### config.mk
export PLATFORM = sky130hd
export DESIGN_NAME = dmem_bus_adapter_flat
export DESIGN_NICKNAME = d
export VERILOG_FILES = /design/src/rtl/dmem_bus_adapter_if.sv /design/src/rtl/dmem_bus_adapter.sv /design/src/flat_wrapper.sv
export SDC_FILE = /design/constraint.sdc
export NUM_CORES = 1
export LEC_CHECK = 0
export ABC_AREA = 1
export BUFFER_PORTS_ARGS = -buffer_cell sky130_fd_sc_hd__buf_4
export CAP_MARGIN = 20
export CORE_MARGIN = 5
export CORE_UTILIZATION = 52
export DETAILED_ROUTE_END_ITERATION = 10
export PLACE_DENSITY = 0.9
export SYNTH_ARGS = -nofsm -noshare
export SYNTH_HDL_FRONTEND = slang
export SYNTH_SLANG_ARGS = --single-unit
### constraint.sdc
create_clock -name clk -period 2.3 [get_ports clk]
set_input_delay 0.115 -clock clk [delete_from_list [all_inputs] [get_ports clk]]
set_output_delay 0.115 -clock clk [all_outputs]
set_load 0.01 [all_outputs]
### src/rtl/dmem_bus_adapter_if.sv
// Data-memory bus bundle between the MEM-stage adapter and a variable-latency
// memory. Handshake: the master raises bus_req together with stable bus_we,
// bus_addr and bus_wdata, and holds all four unchanged until the slave returns
// a single-cycle bus_ack (with bus_rdata valid in that same cycle for reads);
// the master then drops bus_req on the following edge.
interface dmem_bus_adapter_if #(
  parameter int ADDR_WIDTH = 32,
  parameter int DATA_WIDTH = 32
);
  logic                  bus_req;
  logic                  bus_we;
  logic [ADDR_WIDTH-1:0] bus_addr;
  logic [DATA_WIDTH-1:0] bus_wdata;
  logic                  bus_ack;
  logic [DATA_WIDTH-1:0] bus_rdata;

  modport master (
    output bus_req,
    output bus_we,
    output bus_addr,
    output bus_wdata,
    input  bus_ack,
    input  bus_rdata
  );

  modport slave (
    input  bus_req,
    input  bus_we,
    input  bus_addr,
    input  bus_wdata,
    output bus_ack,
    output bus_rdata
  );
endinterface

### src/rtl/dmem_bus_adapter.sv
// Converts the single-cycle MEM-stage load/store request into a req/ack bus
// transaction, stalls the pipeline while the access is outstanding and reports
// misaligned, illegal (load and store together) and timed-out accesses.
module dmem_bus_adapter #(
  parameter int ADDR_WIDTH     = 32,
  parameter int DATA_WIDTH     = 32,
  parameter int TIMEOUT_CYCLES = 255
) (
  input  logic                  clk,
  input  logic                  rst_n,
  input  logic                  mem_ren,
  input  logic                  mem_wen,
  input  logic [ADDR_WIDTH-1:0] mem_addr,
  input  logic [DATA_WIDTH-1:0] mem_dout,
  output logic [DATA_WIDTH-1:0] mem_din,
  output logic                  mem_stall,
  output logic                  err_pulse,
  output logic [1:0]            err_code,
  output logic [1:0]            dbg_state,
  dmem_bus_adapter_if.master    bus
);

  typedef enum logic [1:0] {
    ST_IDLE = 2'd0,
    ST_REQ  = 2'd1,
    ST_DONE = 2'd2
  } state_t;

  localparam logic [1:0] ERR_NONE    = 2'd0;
  localparam logic [1:0] ERR_MISALGN = 2'd1;
  localparam logic [1:0] ERR_ILLEGAL = 2'd2;
  localparam logic [1:0] ERR_TIMEOUT = 2'd3;

  // Counter index of the last REQ cycle allowed before the access is aborted.
  localparam logic [15:0] CNT_LAST = 16'(TIMEOUT_CYCLES - 1);

  state_t                state;
  logic [15:0]           cnt;
  logic [DATA_WIDTH-1:0] rdata;
  logic                  access;

  assign access    = mem_ren | mem_wen;
  // The pipeline is released only in DONE, where WB captures mem_din.
  assign mem_stall = access & (state != ST_DONE);
  assign mem_din   = rdata;
  assign dbg_state = state;

  // Request FSM: samples the MEM-stage request in IDLE, runs the bus handshake
  // in REQ and presents the result for exactly one cycle in DONE.
  always_ff @(posedge clk or negedge rst_n) begin
    if (!rst_n) begin
      state         <= ST_IDLE;
      cnt           <= '0;
      rdata         <= '0;
      err_pulse     <= 1'b0;
      err_code      <= ERR_NONE;
      bus.bus_req   <= 1'b0;
      bus.bus_we    <= 1'b0;
      bus.bus_addr  <= '0;
      bus.bus_wdata <= '0;
    end else begin
      err_pulse <= 1'b0;
      case (state)
        ST_IDLE: begin
          if (access) begin
            if (mem_ren && mem_wen) begin
              rdata     <= '0;
              err_code  <= ERR_ILLEGAL;
              err_pulse <= 1'b1;
              state     <= ST_DONE;
            end else if (mem_addr[1:0] != 2'b00) begin
              rdata     <= '0;
              err_code  <= ERR_MISALGN;
              err_pulse <= 1'b1;
              state     <= ST_DONE;
            end else begin
              bus.bus_req   <= 1'b1;
              bus.bus_we    <= mem_wen;
              bus.bus_addr  <= {mem_addr[ADDR_WIDTH-1:2], 2'b00};
              bus.bus_wdata <= mem_dout;
              cnt           <= '0;
              state         <= ST_REQ;
            end
          end
        end
        ST_REQ: begin
          // Ack takes priority over a timeout landing in the same cycle.
          if (bus.bus_ack) begin
            bus.bus_req <= 1'b0;
            rdata       <= bus.bus_we ? '0 : bus.bus_rdata;
            err_code    <= ERR_NONE;
            state       <= ST_DONE;
          end else if (cnt == CNT_LAST) begin
            bus.bus_req <= 1'b0;
            rdata       <= '0;
            err_code    <= ERR_TIMEOUT;
            err_pulse   <= 1'b1;
            state       <= ST_DONE;
          end else begin
            cnt <= cnt + 16'd1;
          end
        end
        ST_DONE: begin
          state <= ST_IDLE;
        end
        default: begin
          state <= ST_IDLE;
        end
      endcase
    end
  end

endmodule

### src/flat_wrapper.sv
// flat-port wrapper written by rule: the top's interface ports become plain ports
module dmem_bus_adapter_flat 
#(
  parameter int ADDR_WIDTH     = 32,
  parameter int DATA_WIDTH     = 32,
  parameter int TIMEOUT_CYCLES = 255
)
  (clk, rst_n, mem_ren, mem_wen, mem_addr, mem_dout, mem_din, mem_stall, err_pulse, err_code, dbg_state, bus_bus_req, bus_bus_we, bus_bus_addr, bus_bus_wdata, bus_bus_ack, bus_bus_rdata);
  dmem_bus_adapter_if #(.ADDR_WIDTH(ADDR_WIDTH), .DATA_WIDTH(DATA_WIDTH)) bus_i ();
  input  logic clk;
  input  logic rst_n;
  input  logic mem_ren;
  input  logic mem_wen;
  input  logic [ADDR_WIDTH-1:0] mem_addr;
  input  logic [DATA_WIDTH-1:0] mem_dout;
  output logic [DATA_WIDTH-1:0] mem_din;
  output logic mem_stall;
  output logic err_pulse;
  output logic [1:0] err_code;
  output logic [1:0] dbg_state;
  output wire logic [$bits(bus_i.bus_req)-1:0] bus_bus_req;
  output wire logic [$bits(bus_i.bus_we)-1:0] bus_bus_we;
  output wire logic [$bits(bus_i.bus_addr)-1:0] bus_bus_addr;
  output wire logic [$bits(bus_i.bus_wdata)-1:0] bus_bus_wdata;
  input wire logic [$bits(bus_i.bus_ack)-1:0] bus_bus_ack;
  input wire logic [$bits(bus_i.bus_rdata)-1:0] bus_bus_rdata;
  assign bus_bus_req = bus_i.bus_req;
  assign bus_bus_we = bus_i.bus_we;
  assign bus_bus_addr = bus_i.bus_addr;
  assign bus_bus_wdata = bus_i.bus_wdata;
  assign bus_i.bus_ack = bus_bus_ack;
  assign bus_i.bus_rdata = bus_bus_rdata;
  dmem_bus_adapter #(.ADDR_WIDTH(ADDR_WIDTH), .DATA_WIDTH(DATA_WIDTH), .TIMEOUT_CYCLES(TIMEOUT_CYCLES)) u_core (.clk(clk), .rst_n(rst_n), .mem_ren(mem_ren), .mem_wen(mem_wen), .mem_addr(mem_addr), .mem_dout(mem_dout), .mem_din(mem_din), .mem_stall(mem_stall), .err_pulse(err_pulse), .err_code(err_code), .dbg_state(dbg_state), .bus(bus_i));
endmodule
Word-level counts from Yosys, hierarchy flattened
Index checks and enable logic that the tools add are counted.
Operators by class
  equal/unequal tests: 10
  add/subtract/negate cells: 1
  bitwise gates (word level): 4
  reductions and logical operators: 9
  muxes and demuxes: 37
Operators by type and width (count)
  2-to-1 mux 32 bit: 6
  2-to-1 mux 16 bit: 5
  one-hot mux 32 bit (2 select lines): 1
  one-hot mux 16 bit (2 select lines): 1
  2-to-1 mux 2 bit: 10
  adder 16 x 1 -> 16 bit, second input constant: 1
  == test 16 x 8 -> 1 bit, second input constant: 1
  2-to-1 mux 1 bit: 10
  != test 2 bit, second input constant: 5
  one-hot mux 2 bit (2 select lines): 2
  AND reduction 4 bit: 2
  AND reduction 6 bit: 1
  AND reduction 5 bit: 1
  one-hot mux 1 bit (2 select lines): 2
  nonzero test 2 bit: 2
  != test 3 x 1 -> 1 bit, second input constant: 1
  != test 3 x 2 -> 1 bit, second input constant: 1
  == test 2 x 1 -> 1 bit, second input constant: 1
  logical NOT 2 bit: 1
  != test 2 x 1 -> 1 bit, second input constant: 1
  NOT 1 bit: 2
  AND reduction 2 bit: 1
  bitwise AND 1 bit: 1
  logical AND 1 bit: 1
  OR 1 bit: 1
Word-level totals
  input bits: 101
  word-level logic and storage cells: 70
  output and inout port bits: 104
  flip-flop bits (word level): 117

Depth between registers and ports, before layout
Gate-level depths: netlist of the first run.
  depth in word-level cells: 5
  depth in mapped cells: 11
  mapped depth without buffers: 9

Worst setup path before layout of the first run
OpenSTA, ideal clock, no wires.
  kind: flip-flop to flip-flop
  from: register u_core.cnt[0]
  to: register u_core.rdata[10] (netlist: u_core.mem_din[10])
  period minus slack after synthesis: 1.543 ns
  required time: 2.183 ns
  setup time: 0.117 ns
  cell stages (with the launch flop): 12
  data arrival time: 1.426 ns
  slack: 0.757 ns
  buffers on the path: 2
  cell sequence: dfrtp_1 -> inv_1 -> ha_1 -> nand3_1 -> nor2_1 -> nand2_1 -> nand2_1 -> buf_4 -> nand3_4 -> buf_2 -> nand2_1 -> nand2_1
On the way
  cells in the longest elaborated chain, start to end: 3
RTL lines
  start, declared: RTL line dmem_bus_adapter.sv:38  | logic [15:0] cnt;
  start signal, assigned: RTL line dmem_bus_adapter.sv:100  | cnt <= cnt + 16'd1;
  == test 16 x 8 -> 1 bit: RTL line dmem_bus_adapter.sv:93  | end else if (cnt == CNT_LAST) begin
  != test 3 x 2 -> 1 bit (no source line)
  AND reduction 4 bit (no source line)
  end signal, assigned: RTL line dmem_bus_adapter.sv:90  | rdata <= bus.bus_we ? '0 : bus.bus_rdata;
  end, declared: RTL line dmem_bus_adapter.sv:39  | logic [DATA_WIDTH-1:0] rdata;
No other way between the ends.
A chain may end at the register's enable or synchronous reset.

Worst setup path after layout of the first run
  from: register u_core.cnt[0]
  to: register u_core.rdata[25] (netlist: u_core.mem_din[25])
Same word-level chain as after synthesis.

==> out/metrics.csv, run 1 <==
stage;metric;value;unit
grt;gr usage total;0.457;
floorplan;Die ar.;11900;µm²
floorplan;std cell rows;36;
power;Clk network pwr share;0.307;
power;Total Power;8.65;mW
power;Net Sw Power;3.14;mW
timing;Worst Max-Slew Pin Slew;708;ps
floorplan;Core Region;9640;µm²
grt;initial antenna violation count;0;
floorplan;Initial Utilization;0.527;
worst_hold_path;Hold Path Class;primary input to register;
logic_synthesis;top cells by count, synth;nand2_1 (296), dfrtp_1 (117), nand3_1 (86);
power;worst IR drop on VDD;0.834;mV
run;max capacitance violation total;0;
placement;cell count after placement;934;
power;power per cell area;1050;nW/µm²
final_layout;ratio of cells with drive above 1 in the final layout;0.266;
critical_path;Slowest cell on crit path;dfrtp_1;
clocking;Clock Tree Root;clkbuf_8;
logic_synthesis;fraction of registers with async set or reset after synthesis;1.00;
clocking;cts bufs inserted;17;
logic_synthesis;syn avg cell area;8.15;µm²
timing;Slew Limit Headroom;0.528;
critical_path;CP dominant cell by count;nand2_1;
floorplan;IO Count;205;
worst_hold_path;Hold Path Depth;5;
timing;min Tclk post-route;2270;ps
logic_synthesis;count leader, synth;nand2_1;
final_layout;Post-Layout Cell Count;1063;
logic_synthesis;synthesized instance count;624;
critical_path;Worst R2R Path Depth;9;
logic_synthesis;Synth top area share;0.576;
final_layout;fillers;372;
logic_synthesis;Post-Synthesis Cell Area;5080;µm²
power;Comb pwr share;0.326;
clocking;worst skew pair latency;530;ps
grt;vias in the first global route;6983;
clocking;CTS tree;built;
timing;final period utilization;0.987;
final_layout;Final nets;1021;
logic_synthesis;area leader, netlist;dfrtp_1;
detailed_routing;Final ANT Viol Nets;0;
critical_path;Reg-to-Reg Start;u_core.cnt[0];
critical_path;nature of the critical path startpoint;register;
grt;first-pass GRT wire length;40.0;mm
logic_synthesis;post-synthesis sequential area ratio;0.576;
clocking;CTS clk-pin slew, worst paths;60;ps
critical_path;max incr delay on CP;450;ps
power;switching share of power;0.363;
placement;# port buffers;202;
detailed_routing;wire per inst;24.7;µm
critical_path;crit-path max FO;17;
clocking;CTS Buffer Depth;2;
clocking;CTS H-tree depth;4;
logic_synthesis;Seq cells post-synth;117;
detailed_routing;final WL;26.3;mm
critical_path;CP arrival;2680;ps
detailed_routing;routed wl met2;11.8;mm
power;power share of the sequential group;0.366;
detailed_routing;routed wl met3;3.70;mm
run_status;status;finished clean;
critical_path;CP endpoint kind;register;
detailed_routing;first-pass iteration count of the detailed router;8;
critical_path;crit path cell chain;inv_1 -> ha_1 -> nand3_1 -> nor2_1 -> nand2_1 -> nand2_1 -> nand3_2 -> nand2_1 -> nand2_1;
power;Pint;5.51;mW
power;Static Leak;4.46;nW
timing;Pins Over Slew Limit;0;
detailed_routing;drt initial violations;1542;
logic_synthesis;Yosys cell types;21;
critical_path;r2r endpoint;u_core.mem_din[25];
detailed_routing;Vias/cell;6.40;
floorplan;height of the die;109;µm
critical_path;reg-to-reg setup timing slack;30;ps
critical_path;data required time of the critical path;2710;ps
placement;detailed placement HPWL;10.7;mm
placement;Routability Congestion;0.879;
timing;setup violators final;0;
detailed_routing;# DRC;0;
final_layout;Area Growth Syn to Fin;62.4;%
detailed_routing;Via Count;6806;
timing;final setup skew;13.2;ps
timing;worst hold slack;148;ps
worst_hold_path;HP Start;mem_addr[0];
floorplan;Die X;109;µm
logic_synthesis;top cells by area, synth;dfrtp_1 (58%), nand2_1 (22%), nand3_1 (8.5%);
grt;pin count of the biggest net entering global routing;66;
logic_synthesis;Ys Warns;0;
detailed_routing;highest routed metal layer;met4;
grt;grt total ovfl;0;
worst_hold_path;Hold Path Sink;u_core.err_pulse;
timing;top achievable clock speed;0.441;GHz
clocking;CTS sink cnt;117;
detailed_routing;WL met1;7.90;mm
logic_synthesis;Post-synth EDFFs;0;
critical_path;critical path class;register to register;
timing;Hold Vio Cnt, Final;0;
logic_synthesis;dominant synthesized flop cell;dfrtp_1;
## how the worst max path moves through the flow
stage                        from                  to  slack [ps]  cells past startpoint
floorplan           u_core.cnt[0]  u_core.mem_din[10]         760                     11
global placement    u_core.cnt[0]       u_core.cnt[5]         490                      9
detailed placement  u_core.cnt[0]       u_core.cnt[6]         370                      9
finish              u_core.cnt[0]  u_core.mem_din[25]          30                      9
CTS                 u_core.cnt[0]       u_core.cnt[6]         250                      9
global route        u_core.cnt[0]  u_core.mem_din[25]          -9                      9
## registers in the layout, summed over array words and instances (netlist names)
signal,count
u_core.cnt,16
u_core.dbg_state,2
u_core.bus.bus_wdata,32
u_core.err_pulse,1
u_core.err_code,2
u_core.mem_din,32
u_core.bus.bus_req,1
u_core.bus.bus_we,1
u_core.bus.bus_addr,30
## layout make-up
type | count | area (µm²) | area share
Multi-Input combinational cell | 454 | 1940 | 0.235
Timing Repair Buffer | 307 | 2560 | 0.310
Tap cell | 133 | 166 | 0.0202
Antenna cell | 1 | 2.50 | 0.000303
Sequential cell | 117 | 2930 | 0.355
Clock inverter | 2 | 35.0 | 0.00424
Inverter | 21 | 78.8 | 0.00955
Clock buffer | 28 | 546 | 0.0661
## layer usage
layer,track usage,vias to the layer above
li1,-,2551
met1,0.507,3083
met2,0.701,856
met3,0.170,316
met4,0.372,0
met5,0,-
## critical path: cells and delay by family (launching register included)
| family | cells | cell delay, ps |
|---|---|---|
| and+or+nand+nor | 7 | 1400 |
| DFF | 1 | 450 |
| buffers and inverters | 1 | 130 |
| adders and majority gates | 1 | 170 |
## kinds of logic after synthesis
| group | after synthesis | synth area share |
|---|---|---|
| adders and majority gates | 2 | 0.00492 |
| buffers and inverters | 55 | 0.0470 |
| other | 1 | 0.000738 |
| AOI/OAI and AO/OA | 11 | 0.0108 |
| DFF | 117 | 0.576 |
| xor gates and xnor gates | 6 | 0.0103 |
| and+or+nand+nor | 432 | 0.350 |
## what timing repair did
action | 4_1_cts | 5_1_grt
hold buffers | 97 | 0
setup buffers | 0 | 0
gates resized for setup | 0 | 1
setup endpoints to repair | 0 | 7
hold endpoints to repair | 144 | 0
## power by group through the flow
| stage | sequential, mW | clock, mW | combinational (mW) |
|---|---|---|---|
| after global placement | 3.01 | 0 | 2.24 |
| after floorplan | 3.25 | 0 | 0.702 |
| after CTS | 3.03 | 2.58 | 2.51 |
| final | 3.17 | 2.66 | 2.82 |
| after detailed placement | 3.03 | 0 | 2.32 |
| after global routing | 3.18 | 2.73 | 2.93 |
## layout by cell type (no fill, tap or decap), types with 9 or more instances in the layout
cell type and n:
nor2_1 35, nand3_1 86, clkbuf_16 16, buf_4 209, inv_1 19, nand4_1 9
clkbuf_8 10, nand2_1 294, dfrtp_1 117, dlygate4sd3_1 97
## through the flow
stage	util	setup slack [ps]	setup TNS (ps)	area, µm²
after floorplan	-	757	0	5090
after global placement	0.694	488	0	6690
after detailed placement	0.694	365	0	6690
after CTS	0.855	248	0	8240
after global routing	0.856	-9.39	-35.2	8250
final	0.857	29.9	0	8260
No activity file was read; power rests on OpenSTA's default activity.
==> run 2: changes to the inputs <==
--- a/config.mk
+++ b/config.mk
@@ -8,8 +8,8 @@
 export ABC_AREA = 1
-export BUFFER_PORTS_ARGS = -buffer_cell sky130_fd_sc_hd__buf_4
 export CAP_MARGIN = 20
 export CORE_MARGIN = 5
-export CORE_UTILIZATION = 52
+export CORE_UTILIZATION = 68
 export DETAILED_ROUTE_END_ITERATION = 10
-export PLACE_DENSITY = 0.9
+export DONT_BUFFER_PORTS = 1
+export PLACE_DENSITY = 0.89
 export SYNTH_ARGS = -nofsm -noshare
--- a/constraint.sdc
+++ b/constraint.sdc
@@ -3,2 +3,2 @@
 set_output_delay 0.115 -clock clk [all_outputs]
-set_load 0.01 [all_outputs]
+set_load 0.1 [all_outputs]
==> run 2 against run 1 <==
The flow now stops in 4_1_cts; synthesized cell count unchanged; area after synthesis stayed put.
==> out/metrics.csv, run 2 <==
stage;metric;value;unit;change
run_status;status;aborted with a tool error;;
run_status;stopping stage;4_1_cts;;
run_status;Run Error;[ERROR DPL-0038] Utilization greater than 100%, impossible to legalize;;
clocking;Hold-fix buffers, CTS;98;;+1.0%
floorplan;Die X;96.5;µm;-11%
floorplan;Initial Utilization;0.701;;+0.173
logic_synthesis;Synth top area share;0.576;;unchanged
logic_synthesis;fraction of registers with async set or reset after synthesis;1.00;;unchanged
clocking;Clock Tree Root;clkbuf_8;;
clocking;cts bufs inserted;17;;unchanged
floorplan;IO Count;205;;unchanged
logic_synthesis;top cells by area, synth;dfrtp_1 (58%), nand2_1 (22%), nand3_1 (8.5%);;
logic_synthesis;dominant synthesized flop cell;dfrtp_1;;
placement;cell count after placement;797;;-15%
floorplan;std cell rows;31;;-14%
logic_synthesis;Post-Synthesis Cell Area;5080;µm²;unchanged
logic_synthesis;area leader, netlist;dfrtp_1;;
clocking;setup bufs post-CTS;0;;unchanged
clocking;CTS H-tree depth;4;;unchanged
clocking;Resized Gates After CTS;1;;+1
clocking;CTS Buffer Depth;2;;unchanged
placement;Routability Congestion;0.967;;+10%
placement;detailed placement HPWL;9.95;mm;-6.7%
logic_synthesis;Post-synth EDFFs;0;;unchanged
clocking;CTS sink cnt;117;;unchanged
logic_synthesis;syn avg cell area;8.15;µm²;unchanged
placement;Area after DPL;5870;µm²;-12%
logic_synthesis;Seq cells post-synth;117;;unchanged
logic_synthesis;count leader, synth;nand2_1;;
floorplan;height of the die;96.5;µm;-11%
logic_synthesis;post-synthesis sequential area ratio;0.576;;unchanged
logic_synthesis;top cells by count, synth;nand2_1 (296), dfrtp_1 (117), nand3_1 (86);;
placement;# port buffers;0;;-100%
logic_synthesis;Yosys cell types;21;;unchanged
logic_synthesis;Ys Warns;0;;unchanged
logic_synthesis;synthesized instance count;624;;unchanged
==> run 2: cell counts after synthesis <==
No cell type changed its count.
==> run 2: metrics by stage <==
step	setup slack [ps]	hold WS, ps	util
floorplan	172	-181	-
detailed placement	164	-177	0.809
global placement	304	-178	0.809
==> run 2: logic make-up after synthesis <==
kind of cell             share of synthesized area
AO/OA/AOI/OAI                               0.0108
XOR/XNOR                                    0.0103
adder cells (fa/ha/maj)                    0.00492
buffers and inverters                       0.0470
flip-flops                                   0.576
other                                     0.000738
AND/OR/NAND/NOR                              0.350
==> run 3: changes to the inputs <==
Settings changed: CORE_UTILIZATION 68 to 40, PLACE_DENSITY 0.89 to unset, PLACE_DENSITY_LB_ADDON set to 0.15.
==> run 3 against run 2 <==
The flow now finishes, with violations (hold timing).
==> out/metrics.csv, run 3 (synthesis results as in run 1) <==
stage;metric;value;unit;change
run_status;status;complete, but fails checks;;
run_status;failing checks;hold timing;;
clocking;Resized Gates After CTS;0;;-1
floorplan;Initial Utilization;0.406;;-0.295
grt;first-pass GRT wire length;23.9;mm;
power;worst IR drop on VDD;1.03;mV;
placement;Routability Congestion;0.804;;-17%
power;Comb pwr share;0.550;;
power;Clk network pwr share;0.207;;
final_layout;most frequent cells in the layout;nand2_1 (295), dfrtp_1 (117), buf_4 (106), dlygate4sd3_1 (96), nand3_1 (86);;
timing;setup violators final;0;;
power;Total Power;11.8;mW;
timing;top achievable clock speed;0.518;GHz;
timing;Pins Over Slew Limit;0;;
grt;grt total ovfl;0;;
final_layout;Post-Layout Inst Area;7460;µm²;
timing;final period utilization;0.840;;
power;Static Leak;3.92;nW;
final_layout;fillers;1101;;
critical_path;Worst R2R Path Depth;9;;
critical_path;crit path capture;u_core.cnt[5];;
critical_path;nature of the critical path startpoint;register;;
detailed_routing;routed wl met2;7.94;mm;
grt;vias in the first global route;4831;;
detailed_routing;first-pass iteration count of the detailed router;4;;
floorplan;Die X;123;µm;+27%
timing;Slew Limit Headroom;0.422;;
detailed_routing;Vias/cell;4.78;;
placement;Setup WS pre-CTS;356;ps;+191 ps
clocking;CTS Buffer Depth;2;;unchanged
detailed_routing;wire per inst;15.1;µm;
critical_path;reg-to-reg setup timing slack;370;ps;
final_layout;Area Growth Syn to Fin;46.7;%;
critical_path;Reg-to-Reg Start;u_core.cnt[0];;
detailed_routing;drt initial violations;267;;
critical_path;CP arrival;2200;ps;
timing;setup_tns;0;ps;
grt;initial antenna violation count;0;;
timing;Worst Max-Slew Pin Slew;868;ps;
grt;gr usage total;0.206;;
grt;pin count of the biggest net entering global routing;118;;
final_layout;ratio of cells with drive above 1 in the final layout;0.167;;
clocking;CTS sink cnt;117;;unchanged
timing;final setup skew;11.8;ps;
placement;Area after DPL;5960;µm²;+1.5%
floorplan;IO Count;205;;unchanged
critical_path;Critical Path Source;u_core.cnt[0];;
run;max capacitance violation total;0;;
clocking;Clock Tree Root;clkbuf_16;;
critical_path;critical path class;register to register;;
critical_path;data required time of the critical path;2570;ps;
critical_path;CP endpoint kind;register;;
power;Pint;5.30;mW;
power;power per cell area;1580;nW/µm²;
final_layout;number of diodes;0;;
critical_path;max incr delay on CP;410;ps;
detailed_routing;highest routed metal layer;met4;;
clocking;CTS tree;built;;
final_layout;Final nets;915;;
critical_path;r2r endpoint;u_core.cnt[5];;
clocking;worst skew pair latency;410;ps;
timing;worst hold slack;-601;ps;
critical_path;Slowest cell on crit path;dfrtp_1;;
detailed_routing;Final ANT Viol Nets;0;;
timing;Hold Vio Cnt, Final;117;;
detailed_routing;Via Count;4762;;
floorplan;std cell rows;41;;+32%
power;power share of the sequential group;0.243;;
critical_path;crit-path max FO;17;;
floorplan;Core Region;12500;µm²;
placement;detailed placement HPWL;9.55;mm;-4.0%
timing;min Tclk post-route;1930;ps;
detailed_routing;routed wl met3;1.05;mm;
clocking;CTS clk-pin slew, worst paths;50;ps;
clocking;CTS H-tree depth;4;;unchanged
clocking;Hold-fix buffers, CTS;96;;-2.0%
final_layout;fin util;0.596;;
detailed_routing;final WL;15.0;mm;
floorplan;Die ar.;15100;µm²;
final_layout;most common cell after layout, fill and taps aside;nand2_1;;
clocking;cts bufs inserted;17;;unchanged
worst_hold_path;Hold Path Class;primary input to asynchronous set/reset pin;;
power;Net Sw Power;6.47;mW;
timing;worst setup margin;368;ps;
placement;# port buffers;0;;unchanged
floorplan;height of the die;123;µm;+27%
critical_path;crit path cell chain;inv_1 -> ha_1 -> nand3_1 -> nor2_1 -> nand2_1 -> nand2_1 -> nand2_1 -> nand2_1 -> o21ai_0;;
detailed_routing;# DRC;0;;
power;switching share of power;0.550;;
timing;RSZ-0062 raised after global routing;false;;
critical_path;CP dominant cell by count;nand2_1;;
detailed_routing;WL met1;5.64;mm;
run 3: timing repair:
item,in CTS,in global routing
buffers inserted,0,0
endpoints found under the hold margin,213,117
setup endpoints to repair,0,0
run 3: power groups by stage:
stage	registers [mW]	clock network, mW	logic [mW]
finish	2.86	2.44	6.47
global placement	2.87	0	6.29
global route	2.92	2.57	6.69
floorplan	7.16	0	0.758
CTS	2.86	2.48	6.47
detailed placement	2.88	0	6.33
run 3: final cells by class:
type                            count  area, µm²  share of cell area
Clock buffer                       28        497              0.0666
Clock inverter                      4       45.0             0.00604
Multi-Input combinational cell    453       1940               0.260
Inverter                           21       78.8              0.0106
Sequential cell                   117       2930               0.393
Tap cell                          172        215              0.0289
Timing Repair Buffer              202       1760               0.236
run 3: stage by stage:
step	hold WS [ps]	std cells
after floorplan	-181	625
after global placement	-175	869
after detailed placement	-175	869
after CTS	-618	997
after global routing	-629	997
final	-601	997
run 3: how the worst min path moves through the flow:
stage                     slack [ps]                      end  cells past startpoint
after global routing            -630  u_core.bus.bus_addr[10]                      0
after CTS                       -620   u_core.bus.bus_addr[9]                      0
after detailed placement        -180   u_core.bus.bus_addr[9]                      0
after floorplan                 -180  u_core.bus.bus_addr[10]                      0
after global placement          -180   u_core.bus.bus_addr[8]                      0
final                           -600   u_core.bus.bus_addr[8]                      0
run 3: metal layers:
metal  global-route usage  up-vias
li1                     -     2334
met1                0.229     2227
met2                0.352      169
met3               0.0747       32
met4               0.0903        0
met5                    0        -
run 3: worst max-delay path, delay by kind of cell, from the launching register on:
family                     cells  cell delay (ps)
and+or+nand+nor                6             1020
buffers and inverters          1               90
DFF                            1              410
AOI/OAI and AO/OA              1              100
adders and majority gates      1              160
==> run 4: changes to the inputs <==
Settings changed: ABC_AREA 1 to 0.
Clock period 2.3 ns to 1.55 ns, I/O delays scaled along.
==> run 4 against run 3 <==
The run ends with hold timing, setup timing left; worst setup slack worse by 750 ps; clock skew fell by 5.3 ps; via count down 15%; total power rose by 51%; area after synthesis shrank 2.2%; flip-flop and latch count stayed put; utilization up 7.3 points; die area is 2.0% lower; sequential share of layout area fell by 3.0 points; register-to-register slack got worse by 750 ps; largest power group unchanged; highest routed layer unchanged.
==> out/metrics.csv, run 4 <==
stage;metric;value;unit;change
detailed_routing;routed wl met3;892;µm;-15%
critical_path;crit path cell chain;or4_4 -> or2_4 -> buf_12 -> mux2_4;;
final_layout;fin util;0.668;;+0.0725
timing;setup violators final;116;;+116
timing;Pins Over Slew Limit;0;;unchanged
final_layout;most common cell after layout, fill and taps aside;buf_4;;
logic_synthesis;Seq cells post-synth;117;;unchanged
clocking;CTS H-tree depth;4;;unchanged
run_status;failing checks;hold timing, setup timing;;
logic_synthesis;Post-Synthesis Cell Area;4970;µm²;-2.2%
timing;Hold Vio Cnt, Final;118;;+0.85%
logic_synthesis;synthesized instance count;359;;-42%
logic_synthesis;post-synthesis sequential area ratio;0.589;;+0.0129
logic_synthesis;multiplexer share of the synthesized area;0.178;;+0.178
power;power per cell area;2190;nW/µm²;+39%
final_layout;ratio of cells with drive above 1 in the final layout;0.440;;+0.273
critical_path;reg-to-reg setup timing slack;-380;ps;-750 ps
logic_synthesis;top cells by count, synth;dfrtp_1 (117), mux2_4 (47), a22o_1 (32);;
run_status;status;complete, but fails checks;;
detailed_routing;Vias/cell;5.06;;+6.0%
floorplan;Die X;121;µm;-1.0%
logic_synthesis;dominant synthesized flop cell;dfrtp_1;;
clocking;Hold-fix buffers, CTS;99;;+3.1%
critical_path;nature of the critical path startpoint;register;;
logic_synthesis;syn avg cell area;13.9;µm²;+70%
logic_synthesis;Yosys cell types;46;;+120%
final_layout;Post-Layout Cell Count;797;;-20%
logic_synthesis;post-synthesis compound-gate area fraction;0.125;;+0.114
timing;worst setup margin;-381;ps;-749 ps
logic_synthesis;simple-gate area share of the yosys netlist;0.0639;;-0.286
placement;detailed placement HPWL;9.52;mm;-0.24%
power;worst IR drop on VDD;0.943;mV;-8.8%
detailed_routing;wire per inst;18.8;µm;+25%
power;Static Leak;3.90;nW;-0.58%
floorplan;Die ar.;14800;µm²;-2.0%
clocking;CTS sink cnt;117;;unchanged
clocking;worst skew pair latency;410;ps;about the same
critical_path;data required time of the critical path;1850;ps;-720 ps
timing;final setup skew;6.51;ps;-5.33 ps
timing;top achievable clock speed;0.518;GHz;about the same
logic_synthesis;Adder-Cell Fraction of Synth Area;0.00503;;+0.000110
detailed_routing;Via Count;4034;;-15%
worst_hold_path;Hold Path Class;primary input to asynchronous set/reset pin;;
grt;grt total ovfl;0;;unchanged
clocking;Clock Tree Root;clkbuf_16;;
critical_path;CP endpoint kind;register;;
grt;pin count of the biggest net entering global routing;118;;unchanged
final_layout;most frequent cells in the layout;buf_4 (142), dfrtp_1 (115), dlygate4sd3_1 (99), mux2_4 (47), a22o_1 (32);;
floorplan;Initial Utilization;0.411;;+0.00440
critical_path;CP arrival;2230;ps;+30 ps
logic_synthesis;Ys Warns;0;;unchanged
timing;RSZ-0062 raised after global routing;true;;
clocking;CTS Buffer Depth;2;;unchanged
logic_synthesis;largest family of logic cells by synthesized area;multiplexers;;
clocking;CTS tree;built;;
detailed_routing;# DRC;0;;unchanged
critical_path;CP bufs+invs;1;;unchanged
final_layout;number of diodes;0;;unchanged
logic_synthesis;Synth top area share;0.589;;+0.0129
critical_path;max incr delay on CP;520;ps;+110 ps
clocking;CTS clk-pin slew, worst paths;60;ps;about the same
final_layout;Area Growth Syn to Fin;62.8;%;
detailed_routing;WL met1;5.76;mm;+2.1%
timing;min Tclk post-route;1930;ps;-1.24 ps
grt;gr usage total;0.203;;-0.00224
critical_path;critical path class;register to register;;
detailed_routing;drt initial violations;223;;-16%
detailed_routing;first-pass iteration count of the detailed router;5;;+1
floorplan;height of the die;121;µm;-1.0%
detailed_routing;Final ANT Viol Nets;0;;unchanged
floorplan;IO Count;205;;unchanged
power;Total Power;17.8;mW;+51%
run;max capacitance violation total;0;;unchanged
logic_synthesis;fraction of registers with async set or reset after synthesis;1.00;;unchanged
grt;first-pass GRT wire length;23.1;mm;-3.7%
critical_path;crit-path max FO;24;;+7
placement;# port buffers;0;;unchanged
placement;cell count after placement;655;;-25%
grt;initial antenna violation count;0;;unchanged
logic_synthesis;Post-synth EDFFs;0;;unchanged
timing;final period utilization;1.25;;+0.406
logic_synthesis;area leader, netlist;dfrtp_1;;
floorplan;Core Region;12100;µm²;-3.2%
placement;Routability Congestion;0.828;;+3.1%
detailed_routing;highest routed metal layer;met4;;
critical_path;Slowest cell on crit path;or4_4;;
floorplan;std cell rows;40;;-2.4%
grt;vias in the first global route;4327;;-10%
final_layout;Final nets;719;;-21%
clocking;cts bufs inserted;17;;unchanged
logic_synthesis;top cells by area, synth;dfrtp_1 (59%), mux2_4 (14%), a22o_1 (5.6%);;
detailed_routing;routed wl met2;8.00;mm;+0.77%
logic_synthesis;count leader, synth;dfrtp_1;;
logic_synthesis;XOR/XNOR Fraction of Synth Area;0.00176;;-0.00858
timing;worst hold slack;-645;ps;-43.9 ps
critical_path;cell family with most CP delay;simple AND/OR/NAND/NOR gates;;
detailed_routing;final WL;15.0;mm;-0.21%
==> run 4: area by class of cell <==
cell class / instances / area [µm²]
Tap cell: 168 / 210
Clock buffer: 18 / 439
Multi-Input combinational cell: 209 / 1990
Clock inverter: 14 / 151
Inverter: 12 / 50.0
Sequential cell: 117 / 2940
Timing Repair Buffer: 259 / 2320
Fill cell: 857 / 4020
==> run 4: logic make-up (layout without fill, tap and decap cells) <==
| logic type | Yosys count | in the layout |
|---|---|---|
| and+or+nand+nor | 56 | 56 |
| DFF | 117 | 117 |
| adders and majority gates | 2 | 2 |
| buffers and inverters | 34 | 303 |
| muxes | 63 | 63 |
| AOI/OAI and AO/OA | 85 | 85 |
| xor gates and xnor gates | 1 | 1 |
| other | 1 | 2 |
==> run 4: final timing paths <==
check / start / end / cells after the start
max: u_core.dbg_state[1] / u_core.bus.bus_addr[6] / 4
min: rst_n / u_core.mem_din[9] / 0
max reg2reg: u_core.dbg_state[1] / u_core.bus.bus_addr[6] / 4
min reg2reg: u_core.mem_din[8] / u_core.mem_din[8] / 1
max in group asynchronous: rst_n / u_core.bus.bus_wdata[7] / 0
min in group clk: mem_addr[1] / u_core.bus.bus_we / 3
==> run 4: worst register-to-register path: cells and delay by family (launching register included) <==
family	cells	cell delay, ps
flops	1	470
mux	1	320
simple gates	2	830
buf+inv	1	190
==> run 4: metrics by stage <==
step | hold slack, ps | setup slack [ps] | TNS, ps | cell area, µm²
finish | -645 | -381 | -36010 | 8100
global placement | -215 | -350 | -34540 | 6270
global route | -671 | -409 | -40890 | 8100
detailed placement | -214 | -371 | -36790 | 6270
floorplan | -218 | -579 | -50310 | 5050
CTS | -662 | -377 | -34450 | 8060
==> run 4: power breakdown <==
part / internal (mW) / switching (mW)
Clock: 2.42 / 1.46
Sequential: 3.91 / 0.554
Combinational: 2.50 / 6.92
==> run 4: metal layers <==
layer,track usage,up-vias
li1,-,1847
met1,0.233,2014
met2,0.355,144
met3,0.0620,29
met5,0,-
met4,0.0777,0
==> run 4: what timing repair did <==
item | 4_1_cts | 5_1_grt
setup endpoints to repair | 116 | 117
pin swaps | 8 | 6
gates resized for setup | 33 | 8
hold endpoints to repair | 219 | 118
buffers inserted | 8 | 1
gates cloned | 2 | 0
